<file path="config.mk">
export PLATFORM = sky130hd
export DESIGN_NAME = fetch_sequencer
export DESIGN_NICKNAME = d
export VERILOG_FILES = /design/src/rtl/fetch_sequencer.sv
export SDC_FILE = /design/constraint.sdc
export NUM_CORES = 1
export LEC_CHECK = 0
export BUFFER_PORTS_ARGS = -buffer_cell sky130_fd_sc_hd__clkbuf_2
export CAP_MARGIN = 25
export CORE_ASPECT_RATIO = 1.5
export CORE_MARGIN = 2
export CORE_UTILIZATION = 47
export DETAILED_ROUTE_END_ITERATION = 12
export GPL_ROUTABILITY_DRIVEN = 0
export PLACE_DENSITY_LB_ADDON = 0.05
export REMOVE_ABC_BUFFERS = 1
export SYNTH_ARGS = -nofsm -noshare
export SYNTH_HDL_FRONTEND = slang
export SYNTH_SLANG_ARGS = --single-unit
export TNS_END_PERCENT = 50
</file>
<file path="constraint.sdc">
create_clock -name clk -period 4.9 [get_ports clk]
set_input_delay 0.98 -clock clk [delete_from_list [all_inputs] [get_ports clk]]
set_output_delay 0.98 -clock clk [all_outputs]
set_load 0.01 [all_outputs]
</file>
<file path="src/rtl/fetch_sequencer.sv">
// Handshaked instruction fetch controller: owns the PC and issues one outstanding imem request at a time.
// Optional FETCH_PERF_EN adds fetch_count/redirect_count performance counters.
module fetch_sequencer #(
  parameter int unsigned          DATA_WIDTH   = 32,
  parameter logic [DATA_WIDTH-1:0] RESET_VECTOR = '0
) (
  input  logic                  clk,
  input  logic                  rst,
  output logic                  imem_req_valid,
  input  logic                  imem_req_ready,
  output logic [DATA_WIDTH-1:0] imem_addr,
  input  logic                  imem_rsp_valid,
  input  logic [DATA_WIDTH-1:0] imem_rsp_data,
  output logic                  if_valid,
  input  logic                  if_ready,
  output logic [DATA_WIDTH-1:0] if_instr,
  output logic [DATA_WIDTH-1:0] if_pc,
`ifdef FETCH_PERF_EN
  output logic [31:0]           fetch_count,
  output logic [31:0]           redirect_count,
`endif
  input  logic                  redirect_valid,
  input  logic [DATA_WIDTH-1:0] redirect_pc
);

  typedef enum logic [1:0] {IDLE, REQ, WAIT, HOLD} state_t;

  state_t                state;
  logic [DATA_WIDTH-1:0] pc;
  logic                  drop;
  logic [DATA_WIDTH-1:0] target;
  logic                  unused_low_bits;

  assign target          = {redirect_pc[DATA_WIDTH-1:2], 2'b00};
  assign unused_low_bits = ^redirect_pc[1:0];

  assign imem_req_valid = (state == REQ);
  assign imem_addr      = pc;
  // A redirect in HOLD kills the presented instruction in the same cycle.
  assign if_valid       = (state == HOLD) && !redirect_valid;

  always_ff @(posedge clk or negedge rst) begin
    if (!rst) begin
      state    <= IDLE;
      pc       <= RESET_VECTOR;
      drop     <= 1'b0;
      if_instr <= '0;
      if_pc    <= '0;
    end else begin
      case (state)
        IDLE: begin
          if (redirect_valid) pc <= target;
          state <= REQ;
        end
        REQ: begin
          if (redirect_valid) pc <= target;
          if (imem_req_ready) begin
            state <= WAIT;
            drop  <= redirect_valid;
          end
        end
        WAIT: begin
          if (redirect_valid) pc <= target;
          if (imem_rsp_valid) begin
            if (drop || redirect_valid) begin
              drop  <= 1'b0;
              state <= REQ;
            end else begin
              if_instr <= imem_rsp_data;
              if_pc    <= pc;
              state    <= HOLD;
            end
          end else if (redirect_valid) begin
            drop <= 1'b1;
          end
        end
        HOLD: begin
          if (redirect_valid) begin
            pc    <= target;
            state <= REQ;
          end else if (if_ready) begin
            pc    <= pc + DATA_WIDTH'(4);
            state <= REQ;
          end
        end
        default: state <= IDLE;
      endcase
    end
  end

`ifdef FETCH_PERF_EN
  always_ff @(posedge clk or negedge rst) begin
    if (!rst) begin
      fetch_count    <= '0;
      redirect_count <= '0;
    end else begin
      if (if_valid && if_ready) fetch_count    <= fetch_count + 32'd1;
      if (redirect_valid)       redirect_count <= redirect_count + 32'd1;
    end
  end
`endif

endmodule

</file>
# Yosys cells after proc, flatten, opt, wreduce, memory -nomap -nowiden
# Cells that the tools add are included.
word_totals:
  reg_bits: 99
  latch_bits: 0
  ram_bits: 0
  romBits: 0
  inputBits: 70
  out_inout_bits: 98
  elab_cells: 41
  n_memories: 0
op_classes:
  addsub: 1
  multipliers: 0
  div: 0
  magnitude_cmp: 0
  n_eq_ne: 9
  n_shift: 0
  muxes: 15
  bitwise: 1
  n_reduce_logical: 10
op_table:
  columns: ["cell", "n"]
  rows:
  - ["2-to-1 mux 32 bit", 3]
  - ["case mux 32 bit (2 select lines)", 1]
  - ["adder 32 x 3 -> 32 bit, second input constant", 1]
  - ["2-to-1 mux 2 bit", 5]
  - ["inequality test 3 bit, second input constant", 3]
  - ["case mux 2 bit (4 select lines)", 1]
  - ["AND reduction 3 bit", 2]
  - ["== test 2 bit, second input constant", 2]
  - ["2-to-1 mux 1 bit", 4]
  - ["inequality test 2 x 1 -> 1 bit, second input constant", 2]
  - ["AND reduction 4 bit", 1]
  - ["OR reduction 3 bit", 1]
  - ["== test 2 x 1 -> 1 bit, second input constant", 1]
  - ["logical NOT 2 bit", 1]
  - ["inequality test 2 bit, second input constant", 1]
  - ["case mux 1 bit (2 select lines)", 1]
  - ["AND reduction 2 bit", 1]
  - ["nonzero test 2 bit", 1]
  - ["logical AND 1 bit", 1]
  - ["logical NOT 1 bit", 1]
  - ["logical OR 1 bit", 1]
  - ["inverter 1 bit", 1]

# Longest topological paths before layout
# Gate-level depths: netlist of the first run.
logic_depth:
  word_depth: 4
  depth_mapped: 8
  ltp_nobuf: 6

# Least setup slack after synthesis of the first run
# Ideal clock, no wire load.
synth_path:
  kind: "in2out"
  startpoint: "input redirect_valid"
  endpoint: "output if_valid"
  arrival_ns: 1.635
  required_ns: 3.920
  setup_slack_ns: 2.285
  path_stages: 4
  n_path_buf: 2
  cell_sequence: "nand2b_1 -> buf_2 -> clkinv_1 -> clkbuf_1"
synth_between:
  elab_chain_cells: 2
synth_lines:
  columns: ["item", "line", "source"]
  rows:
  - ["start: declaration", "22", "input logic redirect_valid,"]
  - ["logical NOT 1 bit", "40", "assign if_valid = (state == HOLD) && !redirect_valid;"]
  - ["logical AND 1 bit", "40", null]
  - ["end: declaration", "14", "output logic if_valid,"]
# Every way passes these cells.

# Worst setup path in the final report of the first run
# Ends and elaborated chain as after synthesis.

==> out/results.ini, run 1 <==
[outcome]
status=finished, final reports clean

[routing]
ant_nets=0
route.detailed.drc=0
drt_wl_total_mm=11.25
wl_per_cell_um=16.59
first_pass_iters=4
via_per_inst=5.600
drt_iter0_drc=201
route.vias.total=3797

[worst_setup_path]
cp_num_buf_inv=3
rr_endpoint=if_instr[11]$_DFFE_PN0N_
cp-start-kind=primary input
worstPathMaxFanout=20
reg2reg_depth=5
slowest_delay_ps=430
r2r_slack_ps=2370
crit_chain=clkbuf_2 > nand2b_1 > clkinv_1 > clkbuf_2
path_depth=4
cp-startpoint=redirect_valid
crit_slowest_cell=clkinv_1
critPathRequiredTime_ps=3920
cp_common_cell=clkbuf_2
cp-endpoint=if_valid
critPathCaptureType=output port
cp_top_family=buffers and inverters
r2r-start=state[0]$_DFFE_PN0P_
arrival_ps=1960
criticalPathCategory=primary input to output port

[synth]
synth_flop_cell=dfrtp_1
ys_warn_count=0
ys_top_cells_by_area=dfrtp_1 (52%), mux2_2 (15%), a21oi_1 (3.8%), nand2_1 (2.2%), nand3_1 (2.1%)
synth_top_area_cell=dfrtp_1
syn_area_um2=4534
synth_edf_count=0
synth_area_per_cell_um2=11.14
yosysTopAreaCellShare_pct=52.43
synth.distinct_cells=56
async_flop_share_pct=100.0
synth_seq_area_share_pct=52.43
syn_inst=407
ys_ff_latch=95

[timing]
setup_slack_ps=1956
worstMarginPinSlew_ps=969.5
min_period_ps=2944
holdWs_ps=506.1
setup_violations=0
maxSlewViolCount=0
fmax_ghz=0.3397
final_hold_viol_count=0
skew_ps=6.746
fin_tns_setup_ps=0
finalCritPeriodShare_pct=60.08
slew_headroom_pct=35.37
rsz0062_at_grt=no

[pwr]
power.density_nw_per_um2=575.6
total_power_mw=3.301
power.internal_mw=2.119
seq_power_share_pct=42.0
switching_power_mw=1.183
switching_share_pct=35.82
p_leak_nw=2.769
clkPwrFrac_pct=23.1
ir_drop_mv=0.2886
p_comb_share_pct=34.9

[cts]
cts_sinks=95
clockBufferDepth=2
clk-insertion-delay-late_ps=350
cts_tree=done
hold_buffers=0
htree_levels=3
postCtsSetupBuffers=0
cts_resized=0
clk_pin_slew_ps=60
cts_buffers=9
root_buffer=clkbuf_16

[placed_design]
post-place-ws_ps=1802
port_buffers=161
dp.cells=662
postPlaceCellArea_um2=5415
dpl.hpwl_mm=8.152

[cells_and_area]
nets=637
n_fill_cell=830
stdcell_area_um2=5736
drive_above_1_share_pct=46.29
regArea_um2=2377
stdcell_count=678
areaGrowthSynthToFinish_pct=26.49
utilization_pct=61.62
diodes=0
multi_input_area_um2=2022
final_common_cell=clkbuf_2
layout_common_cells=clkbuf_2 (160), dfrtp_1 (95), mux2_2 (62), a21oi_1 (33), nand2_1 (26)

[global_routing]
grt_pass1_vias=3961
grtUsageTotal_pct=22.55
grt_pass1_wl_mm=19.17
antenna_found_initial=0
grt_max_degree=57
grt_overflow=0

[die]
core.rowCount=43
fp.dieH_um=124.3
dieArea_um2=10470
start_util_pct=48.72
ios=168
die_x_um=84.20
coreArea_um2=9308

[hold_path]
hold_class=flop to flop

[job]
drv_cap=0

==> synth_stat cells, drive strengths merged, types with 2 or more instances <==
| master | instances |
|---|---|
| dfrtp | 95 |
| mux2 | 62 |
| a21oi | 34 |
| nand2 | 26 |
| nor2 | 26 |
| nand3 | 20 |
| o21ai | 18 |
| buf | 14 |
| clkbuf | 13 |
| and3 | 9 |
| nand4 | 9 |
| nor3 | 8 |
| o22ai | 8 |
| ha | 6 |
| inv | 5 |
| a21o | 3 |
| a22oi | 3 |
| a311oi | 3 |
| and2 | 3 |
| nand2b | 3 |
| nor4 | 3 |
| o22a | 3 |
| or3 | 3 |
| a2bb2oi | 2 |
| a31oi | 2 |
| a32oi | 2 |
| a41oi | 2 |
| and4 | 2 |
| mux2i | 2 |
| o31ai | 2 |
| o32ai | 2 |
==> routing by layer <==
layer	part of all wire (%)	vias up	wire, um	GRT usage (%)
met3	6.9	16	772	6.229
li1	-	1802	-	-
met5	0	-	0	0
met2	52	127	5823	37.91
met4	1.6	0	182	7.116
met1	40	1852	4469	28.03
==> flip-flops by register name, summed over array words and instances, names as in the netlist <==
register   count
state          2
drop           1
if_instr      32
if_pc         30
imem_addr     30
==> power groups by stage <==
stage	clock network (mW)	logic (mW)	registers, mW
6_report	0.762	1.15	1.39
5_1_grt	0.808	1.27	1.45
4_1_cts	0.778	1.17	1.39
3_5_place_dp	0	1.17	1.40
3_3_place_gp	0	1.15	1.38
2_1_floorplan	0	0.524	1.50
==> worst min-delay path by stage <==
stage	cells past startpoint	start	to	slack [ps]
6_report	1	if_pc[18]$_DFFE_PN0N_	if_pc[18]$_DFFE_PN0N_	510
5_1_grt	1	if_pc[4]$_DFFE_PN0N_	if_pc[4]$_DFFE_PN0N_	520
4_1_cts	1	if_pc[4]$_DFFE_PN0N_	if_pc[4]$_DFFE_PN0N_	510
3_5_place_dp	1	if_pc[4]$_DFFE_PN0N_	if_pc[4]$_DFFE_PN0N_	490
3_3_place_gp	1	if_instr[28]$_DFFE_PN0N_	if_instr[28]$_DFFE_PN0N_	490
2_1_floorplan	2	drop$_DFFE_PN0P_	drop$_DFFE_PN0P_	480
==> final cells by class <==
type | instances | area share [%]
tap | 112 | 2.443
inverter | 6 | 0.3927
clock buffer | 9 | 3.927
multi-input combinational | 282 | 35.25
sequential | 95 | 41.45
timing repair buffer | 167 | 14.88
clock inverter | 7 | 1.658
==> cells by family (layout without fill, tap and decap cells) <==
group	after synthesis	after routing	synth area share, %
DFF	95	95	52.43
muxes	64	64	15.84
AOI/OAI and AO/OA	93	93	12.80
other	1	4	0.08270
adders and majority gates	6	6	1.656
buffers and inverters	33	189	3.339
and+or+nand+nor	115	115	13.85
Power figures use the tool's default switching activity.
==> run 2, diff against run 1 <==
Clock period 4.9 ns to 3 ns, I/O delays scaled along.
==> out/results.ini, run 2 (same netlist as run 1, synthesis figures left out) <==
[routing]
via_per_inst=5.551  ; -0.89%
drt_iter0_drc=248  ; +23%
drt_wl_total_mm=11.05  ; -1.8%
route.vias.total=3780  ; -0.45%
route.detailed.drc=0  ; unchanged
ant_nets=0  ; unchanged
first_pass_iters=4  ; unchanged
wl_per_cell_um=16.22  ; -2.2%

[cells_and_area]
largest_reg_flops=32  ; unchanged
largest_register=if_instr
regArea_um2=2377  ; unchanged
n_fill_cell=800  ; -3.6%
drive_above_1_share_pct=46.57  ; +0.28 points
stdcell_count=681  ; +0.44%
diodes=0  ; unchanged
multi_input_area_um2=2022  ; unchanged
layout_common_cells=clkbuf_2 (160), dfrtp_1 (95), mux2_2 (62), a21oi_1 (33), nand2_1 (26)
areaGrowthSynthToFinish_pct=27.32
nets=640  ; +0.47%
final_common_cell=clkbuf_2

[pwr]
power.density_nw_per_um2=919.5  ; +60%
ir_drop_mv=0.5921  ; +110%
p_leak_nw=2.779  ; +0.38%

[timing]
final_hold_viol_count=0  ; unchanged
setup_violations=0  ; unchanged
fmax_ghz=0.4363
holdWs_ps=238.9  ; -267.2 ps
finalCritPeriodShare_pct=76.40
worstMarginPinSlew_ps=735.5  ; -234.0 ps
min_period_ps=2292
maxSlewViolCount=0  ; unchanged
rsz0062_at_grt=no
fin_tns_setup_ps=0  ; unchanged
slew_headroom_pct=50.59  ; +15 points
skew_ps=6.092  ; -0.6535 ps

[worst_setup_path]
criticalPathCategory=flop to output port
slowest_delay_ps=440  ; about the same
cp-endpoint=if_valid
cp_num_buf_inv=2  ; -1
path_depth=4  ; unchanged
worstPathMaxFanout=12  ; -40%
arrival_ps=1690  ; -270 ps
crit_chain=ha_1 > nand2b_1 > clkinv_1 > clkbuf_2
critPathRequiredTime_ps=2400  ; -1520 ps
crit_slowest_cell=dfrtp_1
cp_top_family=buffers and inverters
r2r-start=imem_addr[4]$_DFFE_PN0P_
rr_endpoint=imem_addr[21]$_DFFE_PN0P_
reg2reg_depth=5  ; unchanged
cp-start-kind=flop
critPathCaptureType=output port
cp-startpoint=state[0]$_DFFE_PN0P_
r2r_slack_ps=900  ; -1470 ps

[die]
fp.dieH_um=124.3  ; unchanged
dieArea_um2=10470  ; unchanged
die_x_um=84.20  ; unchanged
start_util_pct=48.72  ; unchanged
coreArea_um2=9308  ; unchanged
ios=168  ; unchanged
core.rowCount=43  ; unchanged

[placed_design]
dp.cells=665  ; +0.45%
dpl.hpwl_mm=8.191  ; +0.49%
port_buffers=161  ; unchanged

[global_routing]
grtUsageTotal_pct=21.52  ; -1.0 points
antenna_found_initial=0  ; unchanged
grt_pass1_wl_mm=18.28  ; -4.6%
grt_max_degree=55  ; -3.5%
grt_pass1_vias=3823  ; -3.5%
grt_overflow=0  ; unchanged

[cts]
clk_pin_slew_ps=70  ; about the same
postCtsSetupBuffers=0  ; unchanged
cts_resized=0  ; unchanged
htree_levels=3  ; unchanged
clk-insertion-delay-late_ps=330  ; -20 ps
cts_sinks=95  ; unchanged
root_buffer=clkbuf_16
cts_buffers=9  ; unchanged
hold_buffers=0  ; unchanged
clockBufferDepth=2  ; unchanged
cts_tree=done

[job]
drv_cap=0  ; unchanged

[hold_path]
hold_class=primary input to async pin

[outcome]
status=finished, final reports clean

run 2: how the worst min path moves through the flow:
stage	from	cells after the start	endpoint
after floorplan	rst	0	drop$_DFFE_PN0P_
after global placement	if_instr[19]$_DFFE_PN0N_	1	if_instr[19]$_DFFE_PN0N_
after detailed placement	if_pc[4]$_DFFE_PN0N_	1	if_pc[4]$_DFFE_PN0N_
after CTS	rst	1	if_pc[26]$_DFFE_PN0N_
after global routing	rst	1	if_pc[26]$_DFFE_PN0N_
final	rst	1	if_pc[26]$_DFFE_PN0N_
run 2: worst reg2reg max path: cells and delay by family (launching register included):
family             cells  cell delay [ps]
and+or+nand+nor        4             1140
DFF                    1              530
AOI/OAI and AO/OA      1              320
run 2: area by class of cell:
type / count / area share (%)
Clock buffer: 9 / 3.901
Clock inverter: 7 / 1.257
Inverter: 6 / 0.3901
Multi-Input combinational cell: 282 / 35.02
Sequential cell: 95 / 41.18
Tap cell: 112 / 2.427
Timing Repair Buffer: 170 / 15.82
run 2: through the flow:
step	utilization (%)	instance area [um^2]	setup slack (ps)	power (mW)
floorplan	-	4417	50.58	3.311
global placement	58.83	5475	803.7	4.146
detailed placement	58.83	5475	746.9	4.220
CTS	62.02	5773	699.8	5.375
global route	62.02	5773	608.7	5.671
finish	62.02	5773	707.9	5.309
run 2: layer usage:
metal / wire (um) / global-route usage [%] / vias up
met5: 0 / 0 / -
met4: 113 / 6.072 / 0
met3: 793 / 6.163 / 9
met2: 5765 / 37.54 / 137
met1: 4374 / 25.66 / 1821
li1: - / - / 1813
run 2: where the power goes:
part	switching, mW	total, mW	internal [mW]	leakage (nW)
logic	0.989	1.92	0.930	1.47
clock network	0.489	1.14	0.647	0.142
registers	0.437	2.25	1.82	1.17
total	1.91	5.31	3.39	2.78
==> run 3, diff against run 2 <==
Settings changed: CORE_UTILIZATION 47 to 45.
Clock period 3 ns to 2 ns, I/O delays scaled along.
==> out/results.ini, run 3 (same netlist as run 1, synthesis figures left out) <==
[cells_and_area]
stdcell_area_um2=5961  ; +3.3%
largest_reg_flops=32  ; unchanged
drive_above_1_share_pct=48.21  ; +1.6 points
largest_register=if_instr
layout_common_cells=clkbuf_2 (160), dfrtp_1 (94), mux2_2 (62), a21oi_1 (33), nand2_1 (26)
utilization_pct=61.17  ; -0.85 points
stdcell_count=700  ; +2.8%
nets=656  ; +2.5%
areaGrowthSynthToFinish_pct=31.46
diodes=0  ; unchanged
final_common_cell=clkbuf_2

[routing]
drt_iter0_drc=137  ; -45%
ant_nets=0  ; unchanged
first_pass_iters=4  ; unchanged
route.vias.total=3860  ; +2.1%
via_per_inst=5.514  ; -0.66%
drt_wl_total_mm=11.86  ; +7.3%
wl_per_cell_um=16.94  ; +4.4%
route.detailed.drc=0  ; unchanged

[cts]
htree_levels=3  ; unchanged
cts_tree=done
root_buffer=clkbuf_16
cts_buffers=9  ; unchanged
clockBufferDepth=2  ; unchanged
clk-insertion-delay-late_ps=350  ; +20 ps
cts_sinks=95  ; unchanged
clk_pin_slew_ps=80  ; about the same

[global_routing]
grt_max_degree=54  ; -1.8%
grt_pass1_wl_mm=18.81  ; +2.9%
antenna_found_initial=0  ; unchanged
grt_overflow=0  ; unchanged
grt_pass1_vias=3860  ; +0.97%
grtUsageTotal_pct=21.77  ; +0.24 points

[pwr]
p_leak_nw=2.888  ; +3.9%
total_power_mw=8.205  ; +55%
ir_drop_mv=0.7087  ; +20%
power.density_nw_per_um2=1377  ; +50%

[die]
core.rowCount=44  ; +2.3%
die_x_um=85.96  ; +2.1%
coreArea_um2=9744  ; +4.7%
ios=168  ; unchanged
dieArea_um2=10910  ; +4.3%
fp.dieH_um=126.9  ; +2.1%
start_util_pct=46.53  ; -2.2 points

[timing]
fin_tns_setup_ps=0  ; unchanged
setup_violations=0  ; unchanged
maxSlewViolCount=0  ; unchanged
min_period_ps=1888
finalCritPeriodShare_pct=94.42
fmax_ghz=0.5295
rsz0062_at_grt=no
skew_ps=9.231  ; +3.139 ps
final_hold_viol_count=0  ; unchanged

[worst_setup_path]
cp-start-kind=flop
critPathCaptureType=output port
worstPathMaxFanout=14  ; +2
critPathRequiredTime_ps=1600  ; -800 ps
criticalPathCategory=flop to output port
arrival_ps=1490  ; -200 ps

[job]
drv_cap=0  ; unchanged

[placed_design]
postPlaceCellArea_um2=5582  ; +1.9%
port_buffers=161  ; unchanged
dp.cells=680  ; +2.3%
dpl.hpwl_mm=8.431  ; +2.9%

[hold_path]
hold_class=primary input to flop

[outcome]
status=finished, final reports clean

==> run 3: layer usage <==
metal	vias to the layer above	global-route usage, %	part of all wire (%)
met2	133	36.71	52
met3	15	5.921	6.9
met5	-	0	0
met4	0	8.683	2.1
li1	1839	-	-
met1	1873	26.07	39
==> run 3: final cells by class <==
| cell class | instances | area, um^2 |
|---|---|---|
| Fill cell | 876 | 3784 |
| Sequential cell | 95 | 2379 |
| Multi-Input combinational cell | 282 | 2022 |
| Timing Repair Buffer | 186 | 1084 |
| Clock buffer | 9 | 225.2 |
| Tap cell | 115 | 143.9 |
| Clock inverter | 7 | 85.08 |
| Inverter | 6 | 22.52 |
==> run 3: path summary, 6_finish.rpt <==
path	startpoint	end	cells after the start	slack (ps)
setup / recovery	state[0]$_DFFE_PN0P_	if_valid	5	110
hold / removal	imem_rsp_data[1]	if_instr[1]$_DFFE_PN0N_	2	270
setup reg to reg	imem_addr[12]$_DFFE_PN0P_	imem_addr[29]$_DFFE_PN0P_	5	200
hold reg to reg	if_pc[28]$_DFFE_PN0N_	if_pc[28]$_DFFE_PN0N_	1	510
max in group asynchronous	rst	state[0]$_DFFE_PN0P_	3	870
min in group asynchronous	rst	imem_addr[7]$_DFFE_PN0P_	2	530
==> run 3: where the power goes <==
part	total [mW]	internal [mW]	switching, mW
clock network	1.81	0.997	0.811
registers	3.34	2.73	0.613
logic	3.06	1.50	1.56
total	8.21	5.22	2.98
==> run 3: metrics by stage <==
step | hold slack (ps) | setup slack, ps
CTS | 263.1 | 14.01
finish | 268.7 | 111.6
floorplan | 104.4 | -946.6
detailed placement | 372.9 | 207.6
global route | 272.1 | 20.47
global placement | 370.1 | 235.3
==> run 3: timing repair <==
action	4_1_cts	5_1_grt
endpoints found under the setup margin	0	1
hold buffers	1	0
buffers inserted	0	1
resized for setup	0	2
endpoints found under the hold margin	23	0
==> run 3: worst max-delay path, cell delays in order, from the launching register on <==
cell,delay (ps)
dfrtp_2,440
ha_1,220
nand2b_1,100
inv_2,90
buf_12,160
clkbuf_2,130
